[src/rtl/spi_alu_slave_sync_if.sv]
// rtl/spi_alu_slave_sync_if.sv - SPI pin and ALU-side signal bundle for spi_alu_slave_sync
//
// Groups the SPI pins (CS, SLCK, MOSI, MISO) with the ALU-facing operand,
// operation and result fields plus the frame status strobes.
//   slave  modport : used by spi_alu_slave_sync (samples pins, drives fields)
//   master modport : used by whoever drives the pins and supplies resultado
interface spi_alu_slave_sync_if #(
    parameter int DATA_W = 4,
    parameter int OP_W   = 2,
    parameter int RES_W  = 4
);
    logic              CS;
    logic              SLCK;
    logic              MOSI;
    logic              MISO;
    logic [DATA_W-1:0] num1;
    logic [DATA_W-1:0] num2;
    logic [OP_W-1:0]   operacion;
    logic [RES_W-1:0]  resultado;
    logic              frame_valid;
    logic              LED_handshake;
    logic              hs_error;

    modport slave (
        input  CS, SLCK, MOSI, resultado,
        output MISO, num1, num2, operacion, frame_valid, LED_handshake, hs_error
    );

    modport master (
        output CS, SLCK, MOSI, resultado,
        input  MISO, num1, num2, operacion, frame_valid, LED_handshake, hs_error
    );
endinterface

[src/rtl/spi_alu_slave_sync.sv]
// rtl/spi_alu_slave_sync.sv - oversampled SPI mode-0 slave feeding an ALU and returning its result
//
// Every SPI pin is resynchronised into clk; nothing is clocked by SLCK.
// Frame: HS_REQ byte in, HS_ACK byte out, num1, num2, operacion in, resultado out.
// Ports:
//   clk   : system clock, at least 8x SLCK
//   rst_n : asynchronous active-low reset
//   bus   : spi_alu_slave_sync_if slave modport
//           CS/SLCK/MOSI in, MISO out, num1/num2/operacion out (last complete frame),
//           resultado in, frame_valid/hs_error one-clk pulses, LED_handshake sticky
module spi_alu_slave_sync #(
    parameter int         DATA_W = 4,
    parameter int         OP_W   = 2,
    parameter int         RES_W  = 4,
    parameter logic [7:0] HS_REQ = 8'hAA,
    parameter logic [7:0] HS_ACK = 8'hBB
) (
    input  logic                   clk,
    input  logic                   rst_n,
    spi_alu_slave_sync_if.slave    bus
);

    localparam int MAX_A  = (DATA_W > 8) ? DATA_W : 8;
    localparam int MAX_B  = (OP_W > MAX_A) ? OP_W : MAX_A;
    localparam int MAX_W  = (RES_W > MAX_B) ? RES_W : MAX_B;
    localparam int CNT_W  = $clog2(MAX_W + 1);
    // TX register must hold either the ack byte or the full result
    localparam int TX_W   = (RES_W > 8) ? RES_W : 8;

    localparam logic [CNT_W-1:0] LAST_8 = CNT_W'(7);
    localparam logic [CNT_W-1:0] LAST_D = CNT_W'(DATA_W - 1);
    localparam logic [CNT_W-1:0] LAST_O = CNT_W'(OP_W - 1);
    localparam logic [CNT_W-1:0] LAST_R = CNT_W'(RES_W - 1);

    typedef enum logic [3:0] {
        S_IDLE,
        S_HS,
        S_ACK,
        S_NUM1,
        S_NUM2,
        S_OPER,
        S_RESULT,
        S_DONE,
        S_ERROR
    } state_t;

    state_t            state_q;
    logic [1:0]        cs_sync_q;
    logic [1:0]        mosi_sync_q;
    logic [2:0]        slck_sync_q;
    logic [CNT_W-1:0]  bit_cnt_q;
    logic [6:0]        hs_rx_q;
    logic [DATA_W-1:0] rx1_q;
    logic [DATA_W-1:0] rx2_q;
    logic [OP_W-1:0]   op_rx_q;
    logic [TX_W-1:0]   tx_q;
    logic              tx_loaded_q;
    logic [DATA_W-1:0] num1_q;
    logic [DATA_W-1:0] num2_q;
    logic [OP_W-1:0]   op_q;
    logic              frame_valid_q;
    logic              led_q;
    logic              hs_error_q;

    logic cs_s;
    logic mosi_s;
    logic slck_rise;
    logic slck_fall;

    assign cs_s      = cs_sync_q[1];
    assign mosi_s    = mosi_sync_q[1];
    // SLCK and MOSI share synchroniser depth, so MOSI is aligned with the strobe
    assign slck_rise =  slck_sync_q[1] & ~slck_sync_q[2];
    assign slck_fall = ~slck_sync_q[1] &  slck_sync_q[2];

    always_ff @(posedge clk or negedge rst_n) begin
        if (!rst_n) begin
            state_q       <= S_IDLE;
            cs_sync_q     <= '0;
            mosi_sync_q   <= '0;
            slck_sync_q   <= '0;
            bit_cnt_q     <= '0;
            hs_rx_q       <= '0;
            rx1_q         <= '0;
            rx2_q         <= '0;
            op_rx_q       <= '0;
            tx_q          <= '0;
            tx_loaded_q   <= 1'b0;
            num1_q        <= '0;
            num2_q        <= '0;
            op_q          <= '0;
            frame_valid_q <= 1'b0;
            led_q         <= 1'b0;
            hs_error_q    <= 1'b0;
        end else begin
            cs_sync_q     <= {cs_sync_q[0], bus.CS};
            mosi_sync_q   <= {mosi_sync_q[0], bus.MOSI};
            slck_sync_q   <= {slck_sync_q[1:0], bus.SLCK};
            frame_valid_q <= 1'b0;
            hs_error_q    <= 1'b0;

            // CS deassertion overrides everything, including a final OPER bit
            if (cs_s) begin
                state_q     <= S_IDLE;
                bit_cnt_q   <= '0;
                tx_q        <= '0;
                tx_loaded_q <= 1'b0;
            end else begin
                case (state_q)
                    S_IDLE: begin
                        state_q   <= S_HS;
                        bit_cnt_q <= '0;
                        hs_rx_q   <= '0;
                        rx1_q     <= '0;
                        rx2_q     <= '0;
                        op_rx_q   <= '0;
                    end

                    S_HS: begin
                        if (slck_rise) begin
                            hs_rx_q <= {hs_rx_q[5:0], mosi_s};
                            if (bit_cnt_q == LAST_8) begin
                                bit_cnt_q <= '0;
                                if ({hs_rx_q, mosi_s} == HS_REQ) begin
                                    state_q     <= S_ACK;
                                    led_q       <= 1'b1;
                                    tx_q        <= '0;
                                    tx_loaded_q <= 1'b0;
                                end else begin
                                    state_q    <= S_ERROR;
                                    hs_error_q <= 1'b1;
                                end
                            end else begin
                                bit_cnt_q <= bit_cnt_q + CNT_W'(1);
                            end
                        end
                    end

                    S_ACK: begin
                        // first fall in the phase loads, later falls shift
                        if (slck_fall) begin
                            if (!tx_loaded_q) begin
                                tx_q        <= TX_W'(HS_ACK) << (TX_W - 8);
                                tx_loaded_q <= 1'b1;
                            end else begin
                                tx_q <= {tx_q[TX_W-2:0], 1'b0};
                            end
                        end
                        if (slck_rise) begin
                            if (bit_cnt_q == LAST_8) begin
                                bit_cnt_q   <= '0;
                                state_q     <= S_NUM1;
                                tx_q        <= '0;
                                tx_loaded_q <= 1'b0;
                            end else begin
                                bit_cnt_q <= bit_cnt_q + CNT_W'(1);
                            end
                        end
                    end

                    S_NUM1: begin
                        if (slck_rise) begin
                            rx1_q <= DATA_W'({rx1_q, mosi_s});
                            if (bit_cnt_q == LAST_D) begin
                                bit_cnt_q <= '0;
                                state_q   <= S_NUM2;
                            end else begin
                                bit_cnt_q <= bit_cnt_q + CNT_W'(1);
                            end
                        end
                    end

                    S_NUM2: begin
                        if (slck_rise) begin
                            rx2_q <= DATA_W'({rx2_q, mosi_s});
                            if (bit_cnt_q == LAST_D) begin
                                bit_cnt_q <= '0;
                                state_q   <= S_OPER;
                            end else begin
                                bit_cnt_q <= bit_cnt_q + CNT_W'(1);
                            end
                        end
                    end

                    S_OPER: begin
                        if (slck_rise) begin
                            op_rx_q <= OP_W'({op_rx_q, mosi_s});
                            if (bit_cnt_q == LAST_O) begin
                                // all three fields publish together
                                bit_cnt_q     <= '0;
                                num1_q        <= rx1_q;
                                num2_q        <= rx2_q;
                                op_q          <= OP_W'({op_rx_q, mosi_s});
                                frame_valid_q <= 1'b1;
                                state_q       <= S_RESULT;
                                tx_q          <= '0;
                                tx_loaded_q   <= 1'b0;
                            end else begin
                                bit_cnt_q <= bit_cnt_q + CNT_W'(1);
                            end
                        end
                    end

                    S_RESULT: begin
                        // resultado is sampled on the first fall, well after the fields settled
                        if (slck_fall) begin
                            if (!tx_loaded_q) begin
                                tx_q        <= TX_W'(bus.resultado) << (TX_W - RES_W);
                                tx_loaded_q <= 1'b1;
                            end else begin
                                tx_q <= {tx_q[TX_W-2:0], 1'b0};
                            end
                        end
                        if (slck_rise) begin
                            if (bit_cnt_q == LAST_R) begin
                                bit_cnt_q   <= '0;
                                state_q     <= S_DONE;
                                tx_q        <= '0;
                                tx_loaded_q <= 1'b0;
                            end else begin
                                bit_cnt_q <= bit_cnt_q + CNT_W'(1);
                            end
                        end
                    end

                    S_DONE, S_ERROR: begin
                        bit_cnt_q <= '0;
                    end

                    default: begin
                        state_q <= S_IDLE;
                    end
                endcase
            end
        end
    end

    assign bus.MISO          = ((state_q == S_ACK) || (state_q == S_RESULT)) & tx_q[TX_W-1];
    assign bus.num1          = num1_q;
    assign bus.num2          = num2_q;
    assign bus.operacion     = op_q;
    assign bus.frame_valid   = frame_valid_q;
    assign bus.LED_handshake = led_q;
    assign bus.hs_error      = hs_error_q;

endmodule

[src/flat_wrapper.sv]
// flat-port wrapper written by rule: the top's interface ports become plain ports
module spi_alu_slave_sync_flat 
#(
    parameter int         DATA_W = 4,
    parameter int         OP_W   = 2,
    parameter int         RES_W  = 4,
    parameter logic [7:0] HS_REQ = 8'hAA,
    parameter logic [7:0] HS_ACK = 8'hBB
)
  (clk, rst_n, bus_CS, bus_SLCK, bus_MOSI, bus_resultado, bus_MISO, bus_num1, bus_num2, bus_operacion, bus_frame_valid, bus_LED_handshake, bus_hs_error);
  spi_alu_slave_sync_if #(.DATA_W(DATA_W), .OP_W(OP_W), .RES_W(RES_W)) bus_i ();
  input  logic clk;
  input  logic rst_n;
  input wire logic [$bits(bus_i.CS)-1:0] bus_CS;
  input wire logic [$bits(bus_i.SLCK)-1:0] bus_SLCK;
  input wire logic [$bits(bus_i.MOSI)-1:0] bus_MOSI;
  input wire logic [$bits(bus_i.resultado)-1:0] bus_resultado;
  output wire logic [$bits(bus_i.MISO)-1:0] bus_MISO;
  output wire logic [$bits(bus_i.num1)-1:0] bus_num1;
  output wire logic [$bits(bus_i.num2)-1:0] bus_num2;
  output wire logic [$bits(bus_i.operacion)-1:0] bus_operacion;
  output wire logic [$bits(bus_i.frame_valid)-1:0] bus_frame_valid;
  output wire logic [$bits(bus_i.LED_handshake)-1:0] bus_LED_handshake;
  output wire logic [$bits(bus_i.hs_error)-1:0] bus_hs_error;
  assign bus_i.CS = bus_CS;
  assign bus_i.SLCK = bus_SLCK;
  assign bus_i.MOSI = bus_MOSI;
  assign bus_i.resultado = bus_resultado;
  assign bus_MISO = bus_i.MISO;
  assign bus_num1 = bus_i.num1;
  assign bus_num2 = bus_i.num2;
  assign bus_operacion = bus_i.operacion;
  assign bus_frame_valid = bus_i.frame_valid;
  assign bus_LED_handshake = bus_i.LED_handshake;
  assign bus_hs_error = bus_i.hs_error;
  spi_alu_slave_sync #(.DATA_W(DATA_W), .OP_W(OP_W), .RES_W(RES_W), .HS_REQ(HS_REQ), .HS_ACK(HS_ACK)) u_core (.clk(clk), .rst_n(rst_n), .bus(bus_i));
endmodule
[config.mk]
export PLATFORM = sky130hd
export DESIGN_NAME = spi_alu_slave_sync_flat
export DESIGN_NICKNAME = d
export VERILOG_FILES = /design/src/rtl/spi_alu_slave_sync_if.sv /design/src/rtl/spi_alu_slave_sync.sv /design/src/flat_wrapper.sv
export SDC_FILE = /design/constraint.sdc
export NUM_CORES = 1
export LEC_CHECK = 0
export CORE_MARGIN = 4
export CORE_UTILIZATION = 35
export DETAILED_ROUTE_END_ITERATION = 12
export SLEW_MARGIN = 20
export SYNTH_ARGS = -nofsm -noshare
export SYNTH_HDL_FRONTEND = slang
export SYNTH_SLANG_ARGS = --single-unit
[constraint.sdc]
create_clock -name clk -period 3.3 [get_ports clk]
set_input_delay 0.33 -clock clk [delete_from_list [all_inputs] [get_ports clk]]
set_output_delay 0.33 -clock clk [all_outputs]
set_load 0.1 [all_outputs]
# Word level (Yosys, flattened, before mapping)

Cells that the tools add are included.
Widths: inputs -> output; s select.

Flip-flop bits (word level): 53
Input bits: 9
Logic and storage cells: 144

Add/subtract/negate cells: 1
Equality and inequality tests: 32
Muxes and demuxes: 67
Bitwise logic cells: 6
Reductions and logical operators: 21

Operators by type and width:

| operator            | count |
|---|---|
| $mux 8              | 14 |
| $mux 4              | 23 |
| $ne 3x1->1 const B  | 15 |
| $pmux 4 s8          | 1 |
| $pmux 8 s4          | 1 |
| $mux 1              | 21 |
| $eq 4x3->1 const B  | 5 |
| $pmux 4 s2          | 2 |
| $pmux 4 s4          | 1 |
| $pmux 7 s2          | 1 |
| $reduce_and 13->1   | 1 |
| $eq 4x2->1 const B  | 3 |
| $reduce_and 3->1    | 4 |
| $ne 2x1->1 const B  | 5 |
| $reduce_bool 5->1   | 2 |
| $eq 4x1->1 const B  | 2 |
| $eq 8x8->1 const B  | 1 |
| $reduce_and 4->1    | 2 |
| $reduce_bool 2->1   | 4 |
| $mux 7              | 1 |
| $reduce_and 6->1    | 1 |
| $reduce_or 3->1     | 2 |
| $reduce_and 5->1    | 1 |
| $add 4x1->4 const B | 1 |
| other kinds (8)     | 13 |

# Logic depth before layout (Yosys ltp)

Gate-level depths: netlist of the first run.

Depth after elaboration: 7
Mapped depth: 8
Gate-level depth less buffers: 7

# Worst setup path before layout of the first run

No wires, ideal clock.

Path kind: register to output
From: register u_core.state_q[0]
To: output port bus_MISO
Arrival: 3.045 ns
Required time: 2.970 ns
Path slack: -0.075 ns
Stages on the path, launching flop included: 5
Cell sequence: dfrtp_1 -> buf_6 -> buf_2 -> nand2b_1 -> nor3b_1

Longest elaborated chain between the ends: 3
Elaborated cells between the ends (all ways): 4

Ends and longest elaborated chain:

| element                                         | RTL line                  | text |
|---|---|---|
| from (decl)                                     | spi_alu_slave_sync.sv:47  | `state_t state_q;` |
| from (signal assigned)                          | spi_alu_slave_sync.sv:78  | `state_q <= S_IDLE;` |
| from (signal assigned)                          | spi_alu_slave_sync.sv:104 | `state_q <= S_IDLE;` |
| from (signal assigned)                          | spi_alu_slave_sync.sv:111 | `state_q <= S_HS;` |
| $eq 4x2->1 / $eq 4x3->1 (equally long branches) | spi_alu_slave_sync.sv:238 | `assign bus.MISO = ((state_q == S_ACK) \|\| (state_q == S_RESULT)) & tx_q[TX_W-1];` |
| $logic_or 1x1->1 (*)                            | spi_alu_slave_sync.sv:238 |  |
| $and 1x1->1 (*)                                 | spi_alu_slave_sync.sv:238 |  |
| to (decl)                                       | flat_wrapper.sv:18        | `output wire logic [$bits(bus_i.MISO)-1:0] bus_MISO;` |

Mark *: on every way between the ends. The rest lies on a longest branch, timed or not.

# Worst setup path in the final report of the first run

From: register u_core.state_q[2]
To: register u_core.state_q[0]

Longest elaborated chain between the ends: 4
Elaborated cells between the ends (all ways): 26

Ends and longest elaborated chain:

| element                                                      | RTL line                  | text |
|---|---|---|
| $eq 4x3->1 / $eq 4x4->1 (equally long branches)              | spi_alu_slave_sync.sv:109 | `case (state_q)` |
| $reduce_or 2->1                                              | --                        |  |
| $ne 2x1->1 (no line) / $pmux 4 s8 (equally long branches)    | --                        |  |
| $reduce_and 13->1 (no line) / $mux 4 (equally long branches) | --                        |  |

Parallel ways exist; a longest one is shown, timed or not.
A chain may end at the register's enable or synchronous reset.

==> results of run 1 <==
[report_power, final]
part	switching, mW	internal (mW)	leakage, nW
combinational	0.177	0.102	0.457
clock	0.223	0.151	0.0445
sequential	0.0827	0.683	0.721
[routing by layer]
layer | vias up | wire [um]
li1 | 931 | -
met1 | 903 | 2490
met2 | 41 | 2220
met3 | 6 | 215
met4 | 0 | 65
met5 | - | 0
[state kept, by name (all words and copies together) (netlist names), 2 cells and up]
signal and flops:
u_core.bus.num1 4, u_core.slck_sync_q 3, u_core.hs_rx_q 7, u_core.cs_sync_q 2
u_core.bit_cnt_q 4, u_core.tx_q 8, u_core.rx1_q 4, u_core.bus.operacion 2
u_core.bus.num2 4, u_core.mosi_sync_q 2, u_core.rx2_q 4, u_core.state_q 4
[stage by stage]
stage | setup slack, ns | util (%) | instances
after floorplan | 0.905 | - | 250
after global placement | 1.15 | 39.6 | 359
after detailed placement | 1.13 | 39.6 | 359
after CTS | 1.11 | 40.8 | 367
after global routing | 0.993 | 40.8 | 367
final | 1.10 | 40.8 | 367
[critical path, delay by kind of cell, from the launching register on]
family / cells / cell delay [ns]
AND/OR/NAND/NOR: 4 / 1.14
flip-flops: 1 / 0.63
multiplexers: 1 / 0.32
[cells in the final DEF (no fill, tap or decap), types with 4 or more instances in the layout]
cell              n
nand2_1          40
nand3_1           5
o21ai_0          24
buf_4             4
or3_1             5
nand2b_1          7
nor2b_1           4
clkbuf_8          5
nand3b_1          4
clkdlybuf4s50_1  20
nor2_1           14
mux2_2           10
nor3_1            7
dfrtp_1          53
[logic make-up after synthesis]
kind of cell / Yosys count
and+or+nand+nor: 104
AOI/OAI and AO/OA: 60
DFF: 53
buffers and inverters: 18
muxes: 11
xor gates and xnor gates: 2
adders and majority gates: 2
[final cells by class]
class	instances	area, um2	area share [%]
timing repair buffer	25	235	7.98
tap	99	124	4.20
clock inverter	3	21.3	0.722
inverter	3	11.3	0.382
multi-input combinational	179	1160	39.4
clock buffer	5	68.8	2.34
sequential	53	1330	45.0
[how the worst min path moves through the flow]
stage | startpoint | to | slack, ns | depth (start not counted)
floorplan | rst_n | u_core.bit_cnt_q[0] | 0.03 | 0
global placement | u_core.mosi_sync_q[0] | u_core.mosi_sync_q[1] | 0.33 | 0
detailed placement | u_core.cs_sync_q[0] | u_core.cs_sync_q[1] | 0.34 | 0
CTS | rst_n | u_core.bus.num1[3] | 0.10 | 1
global route | rst_n | u_core.tx_q[4] | 0.14 | 1
finish | rst_n | u_core.bus.num1[3] | 0.07 | 1
==> out/qor.txt, run 1 <==
status -> finished, final reports clean
global-route wire length before repair -> 8850 um
clk root buf -> clkbuf_8
Fill cells -> 726
worst-path cell chain -> or3_1 > or3_1 > and3_4 > nand2_2 > mux2_1
register bit total from synthesis -> 53
CTS sink cnt -> 53
clock buffer depth -> 2
Synth Area in Compound Gates -> 16.4%
count leader, synth -> dfrtp_1
GR Layer Usage met2 -> 19.0%
Final min period -> 2.20 ns
cell area after synthesis -> 2580 um2
I/O pin total -> 23
drt wl/cell -> 13.6 um
PD cells -> 481 nW/um2
Yosys top cell by area -> dfrtp_1
synth unique cells -> 57
GR Util met1 -> 17.4%
CP Data Required Time -> 3.51 ns
met3 usage -> 3.45%
# diodes -> 0
setup tns final -> 0 ns
Post-Synth Adder-Cell Area -> 0.971%
post-CTS resize count -> 0
RSZ-0062 raised after global routing -> false
CTS Hold Bufs -> 0
CP max stage delay -> 0.63 ns
Pre-antenna DRT Iters -> 4
Fin Hold WS -> 0.0695 ns
Data arrival, critical path -> 2.40 ns
mux cell area share after synthesis -> 4.81%
Reg2Reg Depth -> 5
GR peak layer -> met2
DRT iter0 DRCs -> 105
setup bufs post-CTS -> 0
vias in the first global route -> 1813
Critical Path End -> u_core.state_q[0]
largest net degree at the start of global routing -> 36
CP max-delay cell -> dfrtp_1
syn avg cell area -> 10.3 um2
nature of the critical path startpoint -> register
CP Launch Point -> u_core.state_q[2]
fraction of registers with async set/reset -> 100%
total power -> 1.42 mW
Setup Crit Path Kind -> reg2reg
Synth top cells by count -> 53 x dfrtp_1, 40 x nand2_1, 24 x o21ai_0
Die ar. -> 8800 um2
Setup Skew -> 0.0101 ns
Area Growth Syn to Fin -> 14.3%
Worst VDD drop -> 0.159 mV
Max Fclk -> 0.455 GHz
Routed WL -> 4990 um
Initial Util -> 35.7%
Critical R2R Capture -> u_core.state_q[0]
Routed Antenna Nets -> 0
via count -> 1881
Simple-Gate Fraction of Synth Area -> 21.7%
CP Capture Type -> register
Core ar. -> 7210 um2
H-Tree Depth -> 2
Final GP Congestion -> 0.898
register area share after synthesis -> 51.5%
syn_nets -> 261
Ys Warns -> 0
Die Y -> 93.8 um
top post-synthesis cells by area -> dfrtp_1 51%, nand2_1 5.8%, o21ai_0 4.7%
placed inst area -> 2860 um2
fin crit share -> 66.6%
most frequent CP cell -> or3_1
Reg-to-Reg Start -> u_core.state_q[2]
XOR/XNOR Fraction of Synth Area -> 0.971%
R2R Setup Slk -> 1.10 ns
Worst-Skew Late Latency -> 0.32 ns
layout cells sized above 1 -> 11.9%
Die Wd -> 93.8 um
All-Layer GR Usage -> 12.5%
Post-synth EDFFs -> 0
Post-Syn Instances -> 250
Vias per Instance -> 5.13
Num CTS Buffers -> 5
Worst Max-Slew Pin Slew -> 0.973 ns
Slew headroom -> 34.9%
GRT overflow -> 0
leakage power -> 1.22 nW
Final #Nets -> 278
Hold Vio Cnt, Final -> 0
Synth top area share -> 51.5%
largest family of logic cells by synthesized area -> simple AND/OR/NAND/NOR gates
Crit Path Max Fanout -> 21
TritonCTS clock tree -> yes
max-slew violation count -> 0
DRC errors left -> 0
Finished Cell Area -> 2950 um2
IO buf count -> 22
Core Rows -> 31
Max Cap Viol -> 0
setup violators final -> 0
clk slew on worst S/H paths -> 0.10 ns
Most used DFF post-synth -> dfrtp_1
class of the worst hold path -> in2async
Final HPWL DP -> 3550 um
initial antenna violation count -> 0
Power figures use the tool's default switching activity.
==> run 2, diff against run 1 <==
clock period = 2.1 ns   (was 3.3 ns; I/O delays follow)
==> run 2 against run 1 <==
Sequential power grew 53%. Clock-buffer cell count is the same. Sequential share of layout area shrank 2.9 points. Die area is the same. First-iteration DRC count shrank 10%. Critical path type unchanged. Largest cell class unchanged.
==> out/qor.txt, run 2 (synthesis gave the netlist of run 1 again) <==
commonest cells after routing, fill and taps aside -> 52 x dfrtp_1, 40 x nand2_1, 32 x buf_4, 24 x o21ai_0, 14 x nor2_1
Core ar. -> 7210 um2
Final min period -> 2.00 ns
initial antenna violation count -> 0
Routed Antenna Nets -> 0
Final WS setup -> 0.0989 ns
leakage power -> 1.38 nW
class of the worst hold path -> in2reg
Largest regs -> u_core.tx_q: 8 flops, u_core.hs_rx_q: 7 flops
CTS sink cnt -> 53
H-Tree Depth -> 2
Slew headroom -> 61.4%
most common library cell in the layout ignoring fill and taps -> dfrtp_1
Vias per Instance -> 5.02
clk slew on worst S/H paths -> 0.10 ns
fin crit share -> 95.3%
IO buf count -> 22
DRC errors left -> 0
Die Y -> 93.8 um
max reg flops -> 8
Data arrival, critical path -> 2.20 ns
CP max stage delay -> 0.48 ns
setup tns final -> 0 ns
Routed WL -> 5220 um
DP Worst Slack -> 0.118 ns
Worst VDD drop -> 0.451 mV
CP Capture Type -> register
CP max-delay cell -> dfrtp_1
I/O pin total -> 23
Setup Crit Path Kind -> reg2reg
# diodes -> 0
Hold Vio Cnt, Final -> 0
max-slew violation count -> 0
Worst Max-Slew Pin Slew -> 0.580 ns
Area Growth Syn to Fin -> 22.2%
Pre-antenna DRT Iters -> 4
drt wl/cell -> 13.5 um
placed instance count -> 376
Final #Nets -> 296
TritonCTS clock tree -> yes
setup violators final -> 0
Finished Cell Area -> 3150 um2
RSZ-0062 raised after global routing -> false
via count -> 1932
WP buf/inv -> 0
area occupied by multi-input gates -> 1180 um2
CP Data Required Time -> 2.30 ns
Max Fclk -> 0.500 GHz
DRT iter0 DRCs -> 94
status -> finished, final reports clean
Die Wd -> 93.8 um
All-Layer GR Usage -> 12.5%
global-route wire length before repair -> 8900 um
Fill cells -> 721
Final GP Congestion -> 0.835
Storage cell area -> 1330 um2
Setup Skew -> 0.0106 ns
Post-Layout Cell Count -> 385
Crit Path Max Fanout -> 7
GRT overflow -> 0
placed inst area -> 2980 um2
largest register by flop count -> u_core.tx_q
Die ar. -> 8800 um2
Max Cap Viol -> 0
Num CTS Buffers -> 5
clock buffer depth -> 2
Final HPWL DP -> 3810 um
PD cells -> 819 nW/um2
nature of the critical path startpoint -> register
family with the most delay on the worst path -> simple AND/OR/NAND/NOR gates
Worst-Skew Late Latency -> 0.30 ns
vias in the first global route -> 1886
layout cells sized above 1 -> 23.4%
worst-path cell chain -> or3_1 > or3_1 > and3_4 > nand2_2 > mux2_1
most frequent CP cell -> or3_1
Core Rows -> 31
largest net degree at the start of global routing -> 31
clk root buf -> clkbuf_8
Initial Util -> 35.7%
-- run 2: cell types whose count changed in the layout (fill, tap and decap cells not counted), sizes merged --
| cell | change |
|---|---|
| clkdlybuf4s50 | -13 |
| clkinvlp | -1 |
| dlygate4sd3 | +1 |
| bufinv | +2 |
| buf | +30 |
| clkinv | -1 |
-- run 2: metal layers --
layer	vias up	track usage, %	wire length, um	share of wire [%]
met5	-	0	0	0
met4	0	3.25	34	0.65
met3	2	2.72	173	3.3
met2	26	19.8	2390	46
met1	933	17.5	2620	50
li1	971	-	-	-
-- run 2: power by group --
part | switching [mW] | total (mW) | internal [mW]
Combinational | 0.346 | 0.592 | 0.246
Clock | 0.341 | 0.821 | 0.480
Sequential | 0.0896 | 1.17 | 1.08
-- run 2: worst paths after layout --
check                                       from                    end  slack, ns  depth (start not counted)
min reg2reg                u_core.slck_sync_q[0]  u_core.slck_sync_q[1]       0.35                          0
max in group asynchronous                  rst_n  u_core.slck_sync_q[2]       1.11                          3
min in group asynchronous                  rst_n     u_core.bus.num1[1]       0.42                          2
max reg2reg                    u_core.state_q[3]      u_core.state_q[0]        0.1                          5
max                            u_core.state_q[3]      u_core.state_q[0]        0.1                          5
min                                     bus_MOSI  u_core.mosi_sync_q[0]       0.33                          1
-- run 2: final cells by class --
class | instances | share of cell area (%)
timing repair buffer | 43 | 11.6
clock buffer | 5 | 2.18
tap | 99 | 3.93
multi-input combinational | 179 | 37.6
clock inverter | 3 | 2.18
sequential | 53 | 42.1
inverter | 3 | 0.357
-- run 2: worst register-to-register path: cells and delay by family, from the launching register on --
kind / cells / cell delay [ns]
DFF: 1 / 0.48
muxes: 1 / 0.31
and+or+nand+nor: 4 / 1.12
-- run 2: timing repair --
action                                  4_1_cts  5_1_grt
gates resized for setup                       0        5
hold buffers                                  1        0
setup buffers                                 0        0
endpoints found under the setup margin        0       12
endpoints found under the hold margin        23        0
-- run 2: per-stage QoR --
stage / hold WS, ns / util (%) / power [mW]
3_3_place_gp: 0.238 / 41.3 / 1.75
2_1_floorplan: -0.0856 / - / 1.56
5_1_grt: 0.318 / 43.7 / 2.73
4_1_cts: 0.323 / 43.4 / 2.59
6_report: 0.333 / 43.7 / 2.58
3_5_place_dp: 0.238 / 41.3 / 1.76
==> run 3, diff against run 2 <==
CORE_MARGIN = default   (was 4)
GPL_ROUTABILITY_DRIVEN = 0   (was default)
clock period = 1.8 ns   (was 2.1 ns; I/O delays follow)
==> run 3 against run 2 <==
The flow now finishes with violations (negative setup slack). Fmax up 5.7%. Die area down 12%. Power up 30%. Cell area up 12%. Sequential power up 15%. Sequential share of layout area down 4.4 points. Largest power group unchanged. Highest routed layer unchanged. Largest cell class unchanged. Routed wire length up 14%.
==> out/qor.txt, run 3 (synthesis gave the netlist of run 1 again) <==
Routed Antenna Nets -> 0
CTS sink cnt -> 53
CP Capture Type -> register
max-slew violation count -> 0
H-Tree Depth -> 2
nature of the critical path startpoint -> register
failing checks -> negative setup slack
Max Cap Viol -> 0
Fill cells -> 620
placed inst area -> 3170 um2
Die Y -> 87.8 um
fin crit share -> 105%
status -> finished with violations
Setup Skew -> 0.00160 ns
RSZ-0062 raised after global routing -> true
most common library cell in the layout ignoring fill and taps -> buf_4
Pre-antenna DRT Iters -> 4
setup violators final -> 10
Num CTS Buffers -> 5
Initial Util -> 37.1%
All-Layer GR Usage -> 15.9%
largest register by flop count -> u_core.tx_q
Die ar. -> 7710 um2
Fin Hold WS -> 0.302 ns
vias in the first global route -> 2078
commonest cells after routing, fill and taps aside -> 58 x buf_4, 48 x dfrtp_1, 39 x nand2_1, 21 x o21ai_0, 13 x nor2_1
Finished Cell Area -> 3530 um2
Die Wd -> 87.8 um
Max Fclk -> 0.528 GHz
Worst-Skew Late Latency -> 0.30 ns
Worst Max-Slew Pin Slew -> 0.524 ns
# diodes -> 0
Core ar. -> 6940 um2
clk root buf -> clkbuf_8
Hold Vio Cnt, Final -> 0
GRT overflow -> 0
Largest regs -> u_core.tx_q: 8 flops, u_core.hs_rx_q: 7 flops
Final #Nets -> 328
max reg flops -> 8
Vias per Instance -> 5.16
TritonCTS clock tree -> yes
Data arrival, critical path -> 2.09 ns
I/O pin total -> 23
layout cells sized above 1 -> 37.1%
Layout Utilization -> 50.9%
largest net degree at the start of global routing -> 35
Final WS setup -> -0.0928 ns
CP Data Required Time -> 2.00 ns
leakage power -> 1.57 nW
DRC errors left -> 0
Area Growth Syn to Fin -> 37.0%
Worst VDD drop -> 0.390 mV
IO buf count -> 22
global-route wire length before repair -> 9490 um
Routed WL -> 5970 um
clk slew on worst S/H paths -> 0.09 ns
initial antenna violation count -> 0
Crit Path Max Fanout -> 5
total power -> 3.35 mW
Slew headroom -> 64.8%
class of the worst hold path -> in2reg
clock buffer depth -> 2
Final HPWL DP -> 4140 um
Final min period -> 1.89 ns
Setup Crit Path Kind -> reg2reg
PD cells -> 948 nW/um2
via count -> 2135
drt wl/cell -> 14.4 um
Core Rows -> 30
DRT iter0 DRCs -> 138
==> run 3: changes by cell type in the layout (fill, tap and decap cells not counted), sizes merged <==
cell	before	now
inv	4	3
buf	35	67
clkinv	0	1
==> run 3: stage by stage <==
stage               worst slack (ns)  cells  setup TNS, ns
floorplan                    -0.0202    250        -0.0266
CTS                          -0.0715    408         -0.317
global placement              -0.292    396          -3.82
global route                  -0.145    414          -1.53
finish                       -0.0928    414         -0.312
detailed placement            -0.163    396          -2.51
==> run 3: final cells by class <==
class	count	area [um2]	area share [%]
Clock inverter	3	65.1	1.84
Sequential cell	53	1330	37.7
Inverter	3	11.3	0.319
Clock buffer	5	68.8	1.95
Multi-Input combinational cell	179	1310	37.0
Tap cell	96	120	3.40
Timing Repair Buffer	75	628	17.8
==> run 3: per-layer routing <==
metal  routed length, um  vias up  global-route usage [%]
li1                    -     1033                       -
met1                2810     1043                    21.0
met2                2850       50                    26.0
met3                 216        9                    3.02
met4                  91        0                    6.11
met5                   0        -                       0
==> run 3: path summary, 6_finish.rpt <==
path / startpoint / end / slack [ns] / depth (start not counted)
min in group asynchronous: rst_n / u_core.tx_q[1] / 0.36 / 2
hold / removal: bus_MOSI / u_core.mosi_sync_q[0] / 0.30 / 1
max in group asynchronous: rst_n / u_core.state_q[0] / 0.88 / 3
setup / recovery: u_core.cs_sync_q[1] / u_core.state_q[0] / -0.09 / 5
setup reg to reg: u_core.cs_sync_q[1] / u_core.state_q[0] / -0.09 / 5
hold reg to reg: u_core.mosi_sync_q[0] / u_core.mosi_sync_q[1] / 0.35 / 0
==> run 3: repair_timing <==
| item | 4_1_cts | 5_1_grt |
|---|---|---|
| buffers inserted | 4 | 5 |
| hold buffers | 1 | 0 |
| hold endpoints to repair | 19 | 0 |
| gates cloned | 0 | 1 |
| setup endpoints to repair | 33 | 36 |
| pin swaps | 13 | 15 |
| resized for setup | 10 | 29 |
==> run 3: power by group <==
part	total [mW]	switching [mW]	leakage [nW]	internal, mW
Clock	0.939	0.387	0.0681	0.552
Combinational	1.06	0.532	0.786	0.524
Sequential	1.35	0.0962	0.713	1.26
Total	3.35	1.02	1.57	2.33
==> run 3: critical path, cell delays in order (launching register included) <==
cell	delay, ns
dfrtp_1	0.44
or3_4	0.41
or3_4	0.38
and3_4	0.20
nand2_2	0.07
mux2_4	0.30
